[config.mk]
export PLATFORM = sky130hd
export DESIGN_NAME = prog_counter
export DESIGN_NICKNAME = d
export VERILOG_FILES = /design/src/rtl/prog_counter_pkg.sv /design/src/rtl/prog_counter_return_stack.sv /design/src/rtl/prog_counter.sv
export SDC_FILE = /design/constraint.sdc
export NUM_CORES = 1
export LEC_CHECK = 0
export CAP_MARGIN = 20
export CORE_MARGIN = 8
export CORE_UTILIZATION = 25
export DETAILED_ROUTE_END_ITERATION = 7
export GPL_ROUTABILITY_DRIVEN = 0
export PLACE_DENSITY_LB_ADDON = 0.3
export SYNTH_ARGS = -nofsm -noshare
export SYNTH_HDL_FRONTEND = slang
export SYNTH_SLANG_ARGS = --single-unit
[constraint.sdc]
create_clock -name clk -period 3.8 [get_ports clk]
set_input_delay 0.38 -clock clk [delete_from_list [all_inputs] [get_ports clk]]
set_output_delay 0.38 -clock clk [all_outputs]
set_load 0.01 [all_outputs]
[src/rtl/prog_counter_pkg.sv]
// Shared constants for the program counter and the decoder that drives it:
// default word size and the op encodings.
package prog_counter_pkg;

    localparam int WORD_SIZE_DEF = 16;

    localparam logic [2:0] OP_HOLD = 3'd0;
    localparam logic [2:0] OP_STEP = 3'd1;
    localparam logic [2:0] OP_JUMP = 3'd2;
    localparam logic [2:0] OP_CALL = 3'd3;
    localparam logic [2:0] OP_RET  = 3'd4;

endpackage

[src/rtl/prog_counter_return_stack.sv]
// Circular LIFO of return addresses. A push when full overwrites the oldest
// entry. A pop when empty is ignored.
module prog_counter_return_stack
    import prog_counter_pkg::*;
#(
    parameter int WORD_SIZE   = WORD_SIZE_DEF,
    parameter int STACK_DEPTH = 4
) (
    input  logic                           clk,
    input  logic                           reset,
    input  logic                           push,
    input  logic                           pop,
    input  logic [WORD_SIZE-1:0]           din,
    output logic [WORD_SIZE-1:0]           top,
    output logic [$clog2(STACK_DEPTH):0]   depth,
    output logic                           full,
    output logic                           empty
);

    localparam int PW = $clog2(STACK_DEPTH);

    logic [WORD_SIZE-1:0] mem_r [STACK_DEPTH];
    logic [PW-1:0]        sp_r;
    logic [PW:0]          count_r;
    logic [PW-1:0]        top_idx_s;

    assign top_idx_s = sp_r - PW'(1);
    assign top       = mem_r[top_idx_s];
    assign depth     = count_r;
    assign full      = (count_r == (PW+1)'(STACK_DEPTH));
    assign empty     = (count_r == '0);

    // Entry storage; contents survive reset, only the pointers are cleared.
    always_ff @(posedge clk) begin
        if (push && !reset) begin
            mem_r[sp_r] <= din;
        end
    end

    // Stack pointer wraps modulo the depth; the count saturates at full.
    always_ff @(posedge clk) begin
        if (reset) begin
            sp_r    <= '0;
            count_r <= '0;
        end else if (push) begin
            sp_r <= sp_r + PW'(1);
            if (!full) begin
                count_r <= count_r + (PW+1)'(1);
            end
        end else if (pop && !empty) begin
            sp_r    <= sp_r - PW'(1);
            count_r <= count_r - (PW+1)'(1);
        end
    end

endmodule

[src/rtl/prog_counter.sv]
// Program counter with relative step, absolute jump and a hardware
// call/return stack; overflow/underflow are sticky until reset.
module prog_counter
    import prog_counter_pkg::*;
#(
    parameter int WORD_SIZE    = WORD_SIZE_DEF,
    parameter int STACK_DEPTH  = 4,
    parameter int RESET_VECTOR = 0,
    parameter int RET_OFFSET   = 1
) (
    input  logic                           clk,
    input  logic                           reset,
    input  logic                           stall,
    input  logic [2:0]                     op,
    input  logic [WORD_SIZE-1:0]           adj,
    input  logic [WORD_SIZE-1:0]           target,
    output logic [WORD_SIZE-1:0]           pc,
    output logic [$clog2(STACK_DEPTH):0]   depth,
    output logic                           overflow,
    output logic                           underflow
);

    logic [WORD_SIZE-1:0] pc_r;
    logic [WORD_SIZE-1:0] pc_next_s;
    logic [WORD_SIZE-1:0] ret_addr_s;
    logic [WORD_SIZE-1:0] stack_top_s;
    logic                 push_s;
    logic                 pop_s;
    logic                 full_s;
    logic                 empty_s;
    logic                 ovf_set_s;
    logic                 unf_set_s;
    logic                 overflow_r;
    logic                 underflow_r;

    assign ret_addr_s = pc_r + WORD_SIZE'(RET_OFFSET);
    assign pc         = pc_r;
    assign overflow   = overflow_r;
    assign underflow  = underflow_r;

    // Next-pc mux and stack control; a stall suppresses everything.
    always_comb begin
        pc_next_s = pc_r;
        push_s    = 1'b0;
        pop_s     = 1'b0;
        ovf_set_s = 1'b0;
        unf_set_s = 1'b0;
        if (!stall) begin
            case (op)
                OP_STEP: pc_next_s = pc_r + adj;
                OP_JUMP: pc_next_s = target;
                OP_CALL: begin
                    pc_next_s = target;
                    push_s    = 1'b1;
                    ovf_set_s = full_s;
                end
                OP_RET: begin
                    if (empty_s) begin
                        unf_set_s = 1'b1;
                    end else begin
                        pc_next_s = stack_top_s;
                        pop_s     = 1'b1;
                    end
                end
                default: pc_next_s = pc_r;
            endcase
        end else begin
            pc_next_s = pc_r;
        end
    end

    // PC register and sticky error flags.
    always_ff @(posedge clk) begin
        if (reset) begin
            pc_r        <= WORD_SIZE'(RESET_VECTOR);
            overflow_r  <= 1'b0;
            underflow_r <= 1'b0;
        end else begin
            pc_r        <= pc_next_s;
            overflow_r  <= overflow_r | ovf_set_s;
            underflow_r <= underflow_r | unf_set_s;
        end
    end

    prog_counter_return_stack #(
        .WORD_SIZE   (WORD_SIZE),
        .STACK_DEPTH (STACK_DEPTH)
    ) u_return_stack (
        .clk   (clk),
        .reset (reset),
        .push  (push_s),
        .pop   (pop_s),
        .din   (ret_addr_s),
        .top   (stack_top_s),
        .depth (depth),
        .full  (full_s),
        .empty (empty_s)
    );

endmodule

# Yosys cells after proc, flatten, opt, wreduce, memory -nomap -nowiden
# Memories as Yosys holds them, arrays and structs flattened.
# Cells that the tools add are included.
op_classes:
  multipliers: 0
  shift: 0
  addsub: 6
  n_bitwise: 3
  div: 0
  n_lt_le_gt_ge: 0
  muxes: 19
  n_eq_ne: 7
  reduce_logical: 10
op_table:
  columns: ["operator", "count"]
  rows:
  - ["$pmux 16 s3", 1]
  - ["$add 16x1->16 const B", 1]
  - ["$add 16x16->16", 1]
  - ["$mux 16", 1]
  - ["$mux 1", 12]
  - ["$mux 3", 3]
  - ["$eq 3x2->1 const B", 2]
  - ["$eq 3x3->1 const B", 2]
  - ["$mux 2", 2]
  - ["$ne 2x2->1 const B", 2]
  - ["$add 3x1->3 const B", 1]
  - ["$eq 3x1->1 const B", 1]
  - ["$logic_not 3->1", 1]
  - ["$reduce_and 3->1", 1]
  - ["$reduce_bool 3->1", 1]
  - ["$sub 3x1->3 const B", 1]
  - ["$add 2x1->2 const B", 1]
  - ["$logic_and 1x1->1", 2]
  - ["$logic_not 1->1", 2]
  - ["$or 1x1->1", 2]
  - ["$reduce_and 2->1", 1]
  - ["$reduce_bool 2->1", 1]
  - ["$reduce_or 2->1", 1]
  - ["$sub 2x1->2 const B", 1]
  - ["$not 1->1", 1]
word_totals:
  ramBits: 64
  input_bits: 38
  romBits: 0
  latch_bits: 0
  regBits: 23
  out_inout_bits: 21
  mem_count: 1
  elab_cells: 51
mem_list:
  columns: ["name", "words", "word_bits", "rd", "rd_clocked_by_memory_dff", "write_ports", "line", "text"]
  rows:
  - ["u_return_stack.mem_r", 4, 16, 1, 0, 1, "prog_counter_return_stack.sv:22", "logic [WORD_SIZE-1:0] mem_r [STACK_DEPTH];"]

# Longest topological paths before layout
logic_depth:
  depth_word: 7
  mapped_depth: 10
  ltp_nobuf: 9

# Cells and area by module
# Synthesis repeated with hierarchy kept, for this count alone.
unflattened:
  cells_unflattened: 374
  hier_area_um2: 4618.2
modules_own_cells:
  columns: ["mod", "n_inst", "seq_area_each_um2", "area_each_um2", "cells_per_inst"]
  rows:
  - ["prog_counter_return_stack", 1, 2021.9, 2700.1, 132]
  - ["prog_counter", 1, 360.3, 1918.1, 242]

# Least setup slack after synthesis
# Ideal clock, no wire load.
synth_timing:
  path_type: "register to register"
  from: "reg u_return_stack.sp_r[0]"
  to: "reg pc_r[7] (netlist: pc[7])"
  setup_slack_ns: 1.233
  arrival_ns: 2.434
  n_path_buf: 4
  setup_ns: 0.132
  period_less_slack_ns: 2.567
  path_stages_with_launch: 10
  t_required_ns: 3.668
  path_cell_list: "dfxtp_1 -> buf_2 -> buf_4 -> inv_1 -> ha_1 -> buf_2 -> clkbuf_1 -> mux4_2 -> a221oi_1 -> a211oi_2"
synth_via:
  elab_chain_cells: 4
synth_rtl:
  columns: ["item", "line", "text"]
  rows:
  - ["start: declaration", "prog_counter_return_stack.sv:23", "logic [PW-1:0] sp_r;"]
  - ["start signal: assignment", "prog_counter_return_stack.sv:46", "sp_r <= sp_r + PW'(1);"]
  - ["start signal: assignment", "prog_counter_return_stack.sv:51", "sp_r <= sp_r - PW'(1);"]
  - ["$sub 2x1->2", "prog_counter_return_stack.sv:27", "assign top_idx_s = sp_r - PW'(1);"]
  - ["$mem_v2 4x16", null, null]
  - ["$mux 16", "prog_counter.sv:58", "if (empty_s) begin"]
  - ["$pmux 16 s3", "prog_counter.sv:49", "case (op)"]
  - ["end signal: assignment", "prog_counter.sv:75", "pc_r <= WORD_SIZE'(RESET_VECTOR);"]
  - ["end signal: assignment", "prog_counter.sv:79", "pc_r <= pc_next_s;"]
  - ["end: declaration", "prog_counter.sv:23", "logic [WORD_SIZE-1:0] pc_r;"]
# No other way between the ends. The select of a mux whose other input is x is not followed.
# A chain may end at the register's enable or synchronous reset.

# Worst setup path in the final report
layout_timing:
  from: "in adj[0]"
  to: "reg pc_r[12] (netlist: pc[12])"
layout_via:
  elab_chain_cells: 2
layout_rtl:
  columns: ["item", "line", "text"]
  rows:
  - ["start: declaration", "prog_counter.sv:15", "input logic [WORD_SIZE-1:0] adj,"]
  - ["$add 16x16->16", "prog_counter.sv:50", "OP_STEP: pc_next_s = pc_r + adj;"]
  - ["$pmux 16 s3", "prog_counter.sv:49", null]
# No other way between the ends.

==> implementation parameters <==
Parameter                              Value

Floorplan
  Die Ht    149.1 um
  Std-Cell Core Area    17300 um2
  Number of cell rows    48
  # IOs    59
  Effective utilization at floorplan    0.2561
  Full die area    22240 um2
  Horiz. Die Dim    149.1 um

Power and ir drop
  Worst IR drop on VDD    0.0001811 V
  Power density of the placed cells    416.4 nW/um2
  Leakage component of the power    1.942 nW
  Sum of internal, switching and leakage power    0.002337 W

Synthesis
  Synth async-reset ratio    0
  Synth top area share    0.4338
  Post-synth top cells    sky130_fd_sc_hd__edfxtp_1, sky130_fd_sc_hd__nor2_1, sky130_fd_sc_hd__nand2_1
  Main synth FF type    sky130_fd_sc_hd__edfxtp_1
  Synthesized instance count    358
  Fraction of the yosys area taken by sequential cells    0.5377
  Post-synth design cell area    4430 um2
  Count of unique library cells instantiated by Yosys    48
  Synthesis warning total    0
  Synthesized netlist net count    418
  Post-synthesis average cell area    12.38 um2
  Number of synthesized register bits    87
  Most instantiated library cell after synthesis    sky130_fd_sc_hd__edfxtp_1
  Post-synth top area cell    sky130_fd_sc_hd__edfxtp_1
  Largest cells by area after synthesis    sky130_fd_sc_hd__edfxtp_1, sky130_fd_sc_hd__dfxtp_1, sky130_fd_sc_hd__mux4_2, sky130_fd_sc_hd__ha_1, sky130_fd_sc_hd__xnor2_1
  Number of flops mapped to enable cells by yosys    64

Critical path
  Data required time at the worst endpoint    4.03 ns
  Launching element type of the critical path    input pin
  Crit path arrival time    2.66 ns
  CP Max Fanout    4
  Worst setup path category    input pin to flop
  Sort of element at the end of the critical path    flop

Clock tree
  CTS-repair resized insts    0
  CTS tree    done
  Root Buffer Master    sky130_fd_sc_hd__clkbuf_16
  Clock input transition at the sequential cells of the worst setup and hold paths    0.06 ns
  Number of levels in the clock H-tree    3
  Hold_buf cts    0
  Clock buffers created by TritonCTS    9
  Number of clock sinks    87
  Number of buffers inserted by post-CTS setup repair    0
  Later-pin clock latency in the skew report    0.34 ns
  Longest Clk Path Bufs    2

Global routing
  Largest net degree at the start of global routing    26
  Overall track demand over capacity in global routing    0.1069
  Total congestion overflow    0
  Number of global-route vias before repair    3374
  Number of antenna violations at the first check in global routing    0
  First-pass GRT wire length    18.54 mm

Final layout
  # diodes    0
  Share of layout cells above drive strength 1    0.1028
  Number of fill cells    1714
  Final core area utilization    0.3244
  Final net count    483
  Area growth from synthesis to final layout    26.66%

Min path
  Class of the tightest hold or removal check    flop to flop

STA
  Final max-slew violation count    0
  Clock skew    0.005781 ns
  RSZ-0062 raised after global routing    no
  Max-Slew Margin vs Limit    0.4355
  Maximum achievable frequency    0.4113 GHz
  Final setup viols    0
  Final cycle utilization of the critical path    0.6398
  Shortest period the worst path allows    2.431 ns
  Number of failing hold endpoints at the final stage    0
  Transition time at the pin with the least slew margin    0.8436 ns
  Accumulated negative setup slack    0 ns

Route
  DRC Markers    0
  Remaining antenna violation count    0
  Routed wire length per instance    17.68 um
  Via count    3144
  Average vias per placed instance    4.815
  Number of DRC markers in iteration 0    153
  Detailed-route wire length    11.55 mm
  First-pass iteration count of the detailed router    4

Placement
  Final HPWL from detailed placement    8.468 mm
  Number of buffers inserted by port buffering    58

Outcome
  Result of the run    complete, no violations

Job
  Number of maximum-capacitance violations    0
## area by class of cell
type                    count  area [um2]  area share
flip-flops and latches     87        2382      0.4245
multi-input cells         246        1943      0.3463
repair buffers             68       655.6      0.1168
clock inverters             1       7.507    0.001338
inverters                  11       41.29    0.007358
well taps                 225       281.5     0.05017
clock buffers              15       300.3     0.05351
## logic make-up (layout without fill, tap and decap cells)
logic type,Yosys count,in the layout,synth area share
compound gates,79,79,0.1251
xor+xnor,30,30,0.05930
fa+ha+maj,22,22,0.06552
buf+inv,25,95,0.02372
flops,87,87,0.5377
mux,17,17,0.08359
simple gates,98,98,0.1051
## final timing paths
check,endpoint,cells after the start,start,slack (ns)
worst max-delay path,pc[12]$_SDFFE_PP0P_,10,adj[0],1.37
worst min-delay path,overflow$_SDFF_PP0_,2,overflow$_SDFF_PP0_,0.45
worst max register to register,pc[7]$_SDFFE_PP0P_,7,pc[1]$_SDFFE_PP0P_,1.42
worst min register to register,overflow$_SDFF_PP0_,2,overflow$_SDFF_PP0_,0.45
## worst max-delay path, cell delays in order
cell	delay (ns)
sky130_fd_sc_hd__clkdlybuf4s50_1	0.42
sky130_fd_sc_hd__ha_1	0.26
sky130_fd_sc_hd__fa_1	0.42
sky130_fd_sc_hd__a21oi_1	0.18
sky130_fd_sc_hd__o21ai_1	0.08
sky130_fd_sc_hd__a21oi_1	0.35
sky130_fd_sc_hd__o21ai_1	0.16
sky130_fd_sc_hd__a21oi_1	0.20
sky130_fd_sc_hd__a2111o_1	0.16
sky130_fd_sc_hd__o21ai_1	0.05
## report_power, final
group	total, W	switching, W	internal, W
Sequential	0.00109	0.0000395	0.00105
Combinational	0.000369	0.000188	0.000181
Clock	0.000879	0.000338	0.000541
## stage by stage
step           hold WS [ns]  instances  instance area [um2]  worst slack (ns)
3_5_place_dp         0.4487        637                 5304            0.9963
4_1_cts              0.4563        653                 5612             1.342
5_1_grt              0.4830        653                 5612             1.194
2_1_floorplan        0.4696        358                 4431             1.233
6_report             0.4514        653                 5612             1.369
3_3_place_gp         0.4377        637                 5304             1.047
## layer usage
layer | track usage | share of wire | vias up
met1 | 0.1264 | 0.43 | 1561
met3 | 0.01669 | 0.037 | 11
met5 | 0 | 0 | -
li1 | - | - | 1506
met4 | 0.04038 | 0.015 | 0
met2 | 0.1907 | 0.52 | 66
## registers in the layout, summed over array words and instances (netlist names)
register / count
u_return_stack.mem_r: 64
underflow: 1
u_return_stack.depth: 3
pc: 16
u_return_stack.sp_r: 2
overflow: 1
## placed cells by master, fill, tap and decap left out, drive strengths merged, types with 15 or more instances in the layout
cell type / Yosys / routed
edfxtp: 64 / 64
clkdlybuf4s50: 0 / 58
nor2: 32 / 32
nand2: 26 / 26
dfxtp: 23 / 23
a21oi: 22 / 22
xnor2: 20 / 20
ha: 20 / 20
mux4: 16 / 16
clkbuf: 8 / 15
(Power assumes the default switching activity.)
==> RTL edit 1, RTL diff (same flow settings) <==
Register the input `target` before use, without a reset. The logic sees it one clock later. The other inputs are not delayed to match.
--- a/src/rtl/prog_counter.sv
+++ b/src/rtl/prog_counter.sv
@@ -19,6 +19,12 @@
     output logic                           overflow,
     output logic                           underflow
 );
+
+    logic [WORD_SIZE-1:0] target_q;
+
+    always_ff @(posedge clk) begin
+        target_q <= target;
+    end
 
     logic [WORD_SIZE-1:0] pc_r;
     logic [WORD_SIZE-1:0] pc_next_s;
@@ -48,9 +54,9 @@
         if (!stall) begin
             case (op)
                 OP_STEP: pc_next_s = pc_r + adj;
-                OP_JUMP: pc_next_s = target;
+                OP_JUMP: pc_next_s = target_q;
                 OP_CALL: begin
-                    pc_next_s = target;
+                    pc_next_s = target_q;
                     push_s    = 1'b1;
                     ovf_set_s = full_s;
                 end
Check against the original RTL: not equivalent (a bounded check fails within 4 cycles, from zero or initial values and one cycle with reset high).
==> RTL edit 1 against the original RTL <==
- worst setup slack lost 340 ps
- sequential cell count grew 16
- highest routed layer unchanged
- area after synthesis grew 9.5%
- largest cell class unchanged
- sequential share of layout area grew 2.1 points
- final area grew 8.1%
- routed wire length grew 7.5%
- critical endpoint is now u_return_stack.mem_r[1][2]
- power grew 11%
==> RTL edit 1: results <==
export IMPL_status="finished clean"
export IMPL_synth_area_leaders="edfxtp_1, dfxtp_1, mux4_2, ha_1, nor2_1"
export IMPL_power_internal_mw=1.91
export IMPL_leakage_nw=2.09
export IMPL_hold_end="target_q[2]"
export IMPL_critPathArrivalTime_ps=2830
export IMPL_vias=3320
export IMPL_worst_ir_drop_vdd_uv=194
export IMPL_drt_wirelength_per_cell_um=17.1
export IMPL_cts_clk_slew_worst_paths_ps=80
export IMPL_rr_startpoint="pc[0]"
export IMPL_synth_nets=454
export IMPL_hold_depth=1
export IMPL_hold_start="target[2]"
export IMPL_layout_drive_gt1_share_pct=9.59
export IMPL_grt_pass1_wl_um=19700
export IMPL_grt_max_degree=27
export IMPL_crit_fanout=19
export IMPL_grt_pass1_vias=3507
export IMPL_r2r_slack_ps=1270
export IMPL_r2r_end="pc[14]"
export IMPL_clock_skew_ps=8.49
export IMPL_fin_nets=514
export IMPL_max_slew_worst_pin_slew_ps=648
export IMPL_drtIter0Drc=255
export IMPL_hp_class="in -> reg"
export IMPL_seq_area_frac_synth_pct=55.7
export IMPL_rr_worst_depth=8
==> RTL edit 1: cell type report <==
cell class                      instances  area, um^2
Inverter                                9        33.8
Sequential cell                       103        2700
Clock buffer                           10         250
Clock inverter                          6        61.3
Fill cell                            1930       13200
Timing Repair Buffer                   67         648
Tap cell                              265         332
Multi-Input combinational cell        264        2040
==> RTL edit 1: worst max-delay path, stage by stage <==
cell and delay [ps]:
clkdlybuf4s50_1 480, and2b_1 650, and3b_1 310, inv_1 130
nor2_1 170, and2_1 430, buf_4 260
==> RTL edit 1: power by group through the flow <==
stage	Clock (mW)	Combinational, mW	Sequential [mW]
floorplan	0	0.232	1.28
global placement	0	0.383	1.29
detailed placement	0	0.386	1.29
CTS	0.962	0.389	1.27
global route	1.01	0.429	1.27
finish	0.941	0.386	1.26
==> RTL edit 1: layer usage <==
layer | GRT usage [%] | wire (um)
met1 | 12.6 | 5420
met2 | 17.9 | 6100
met3 | 2.16 | 544
met4 | 5.31 | 348
met5 | 0 | 0
==> RTL edit 1: logic make-up (layout without fill, tap and decap cells) <==
kind of cell,count (synthesis),count (layout),share of synthesized area (%)
DFF,103,103,55.7
AOI/OAI and AO/OA,82,82,12.0
xor gates and xnor gates,28,28,5.06
buffers and inverters,27,92,2.30
adders and majority gates,22,22,5.99
muxes,19,19,8.05
and+or+nand+nor,113,113,10.9
==> RTL edit 1: metrics by stage <==
stage          utilization (%)  instance area (um^2)  setup slack, ps  instances  hold slack [ps]
2_1_floorplan                -                  4850             1030        394              408
3_3_place_gp              29.9                  5760              731        708              460
3_5_place_dp              29.9                  5760              621        708              467
4_1_cts                   31.5                  6070              985        724              452
5_1_grt                   31.5                  6070              820        724              454
6_report                  31.5                  6070             1020        724              466
==> RTL edit 1: worst max-delay path by stage <==
stage / from / endpoint / depth (start not counted)
6_report: op[2] / u_return_stack.mem_r[1][2] / 7
2_1_floorplan: u_return_stack.sp_r[0] / pc[10] / 9
3_3_place_gp: op[2] / u_return_stack.mem_r[2][0] / 7
3_5_place_dp: op[2] / u_return_stack.mem_r[1][0] / 7
4_1_cts: op[2] / u_return_stack.mem_r[1][0] / 7
5_1_grt: op[2] / u_return_stack.mem_r[1][2] / 7
==> RTL edit 2, RTL diff (same settings) <==
Made on the original files. `STACK_DEPTH` is set to 4 in 2 places; all go to 8.
--- a/src/rtl/prog_counter_return_stack.sv
+++ b/src/rtl/prog_counter_return_stack.sv
@@ -4,7 +4,7 @@
     import prog_counter_pkg::*;
 #(
     parameter int WORD_SIZE   = WORD_SIZE_DEF,
-    parameter int STACK_DEPTH = 4
+    parameter int STACK_DEPTH = 8
 ) (
     input  logic                           clk,
     input  logic                           reset,
--- a/src/rtl/prog_counter.sv
+++ b/src/rtl/prog_counter.sv
@@ -4,7 +4,7 @@
     import prog_counter_pkg::*;
 #(
     parameter int WORD_SIZE    = WORD_SIZE_DEF,
-    parameter int STACK_DEPTH  = 4,
+    parameter int STACK_DEPTH  = 8,
     parameter int RESET_VECTOR = 0,
     parameter int RET_OFFSET   = 1
 ) (
Interface: changed (resized depth); port bits go from 59 to 60. The function was not compared with the original's and may differ.
==> RTL edit 2 against the original RTL <==
- area after synthesis rose by 63%
- cell count grew 49%
- hold slack better by 2.1 ps
- power increased by 78%
- highest routed layer unchanged
- largest power group unchanged
- sequential cell count rose by 66
- final area rose by 59%
- worst setup slack got worse by 330 ps
- combinational power grew 38%
- routed wire length grew 58%
- critical endpoint is now pc[14]
- core utilization down 1.2 points
==> RTL edit 2: results <==
export IMPL_multi_input_area_um2=2720
export IMPL_drt_wirelength_per_cell_um=18.7
export IMPL_rr_worst_depth=8
export IMPL_r2r_end="pc[14]"
export IMPL_buf_share_pct=8.11
export IMPL_setup_ws_ps=1040
export IMPL_met3WireLength_um=784
export IMPL_postSynthCellCount=503
export IMPL_area_delta_synth_final_pct=23.6
export IMPL_synth_area_leaders="edfxtp_1, mux4_2, dfxtp_1, ha_1, nor2_1"
export IMPL_hold_ws_ps=454
export IMPL_cts_buffers=17
export IMPL_dpl_hpwl_um=12400
export IMPL_synth_compound_area_share_pct=8.99
export IMPL_buffers_excl_clock=77
export IMPL_critPathArrivalTime_ps=3070
export IMPL_synthDistinctLibCells=63
export IMPL_rr_startpoint="pc[0]"
export IMPL_p_comb_mw=0.510
export IMPL_cts_num_sinks=153
export IMPL_yosys_mux_area_fraction_pct=11.6
export IMPL_grt_pass1_vias=4761
export IMPL_place_area_um2=8310
export IMPL_synth_xor_area_share_pct=3.65
export IMPL_status="finished clean"
export IMPL_layout_drive_gt1_share_pct=16.6
export IMPL_clock_skew_ps=12.7
export IMPL_seqPwrFrac_pct=45.8
export IMPL_inv_count=9
[RTL edit 2: cell types whose count changed after synthesis, sizes merged, moves of 5 or more]
cell    delta
edfxtp    +64
mux4      +16
nor2      +16
nand2      +9
nor3       +9
mux2i      +8
a221oi     -6
a311oi     +6
a22oi      +5
[RTL edit 2: worst max-delay path, cell delays in order]
cell,delay (ps)
clkdlybuf4s50_1,440
ha_1,250
fa_1,440
a211oi_1,350
o211ai_1,180
a311oi_1,450
o21ai_0,230
a41oi_1,260
o21ai_1,90
[RTL edit 2: worst min-delay path by stage]
| stage | to | cells after the start | start |
|---|---|---|---|
| 6_report | overflow | 2 | overflow |
| 5_1_grt | overflow | 2 | overflow |
| 4_1_cts | overflow | 2 | overflow |
| 3_5_place_dp | overflow | 2 | overflow |
| 3_3_place_gp | overflow | 2 | overflow |
| 2_1_floorplan | overflow | 2 | overflow |
[RTL edit 2: per-layer routing]
layer	vias up	GRT usage [%]
li1	2123	-
met3	28	2.02
met1	2380	12.8
met2	116	17.9
met5	-	0
met4	0	5.11
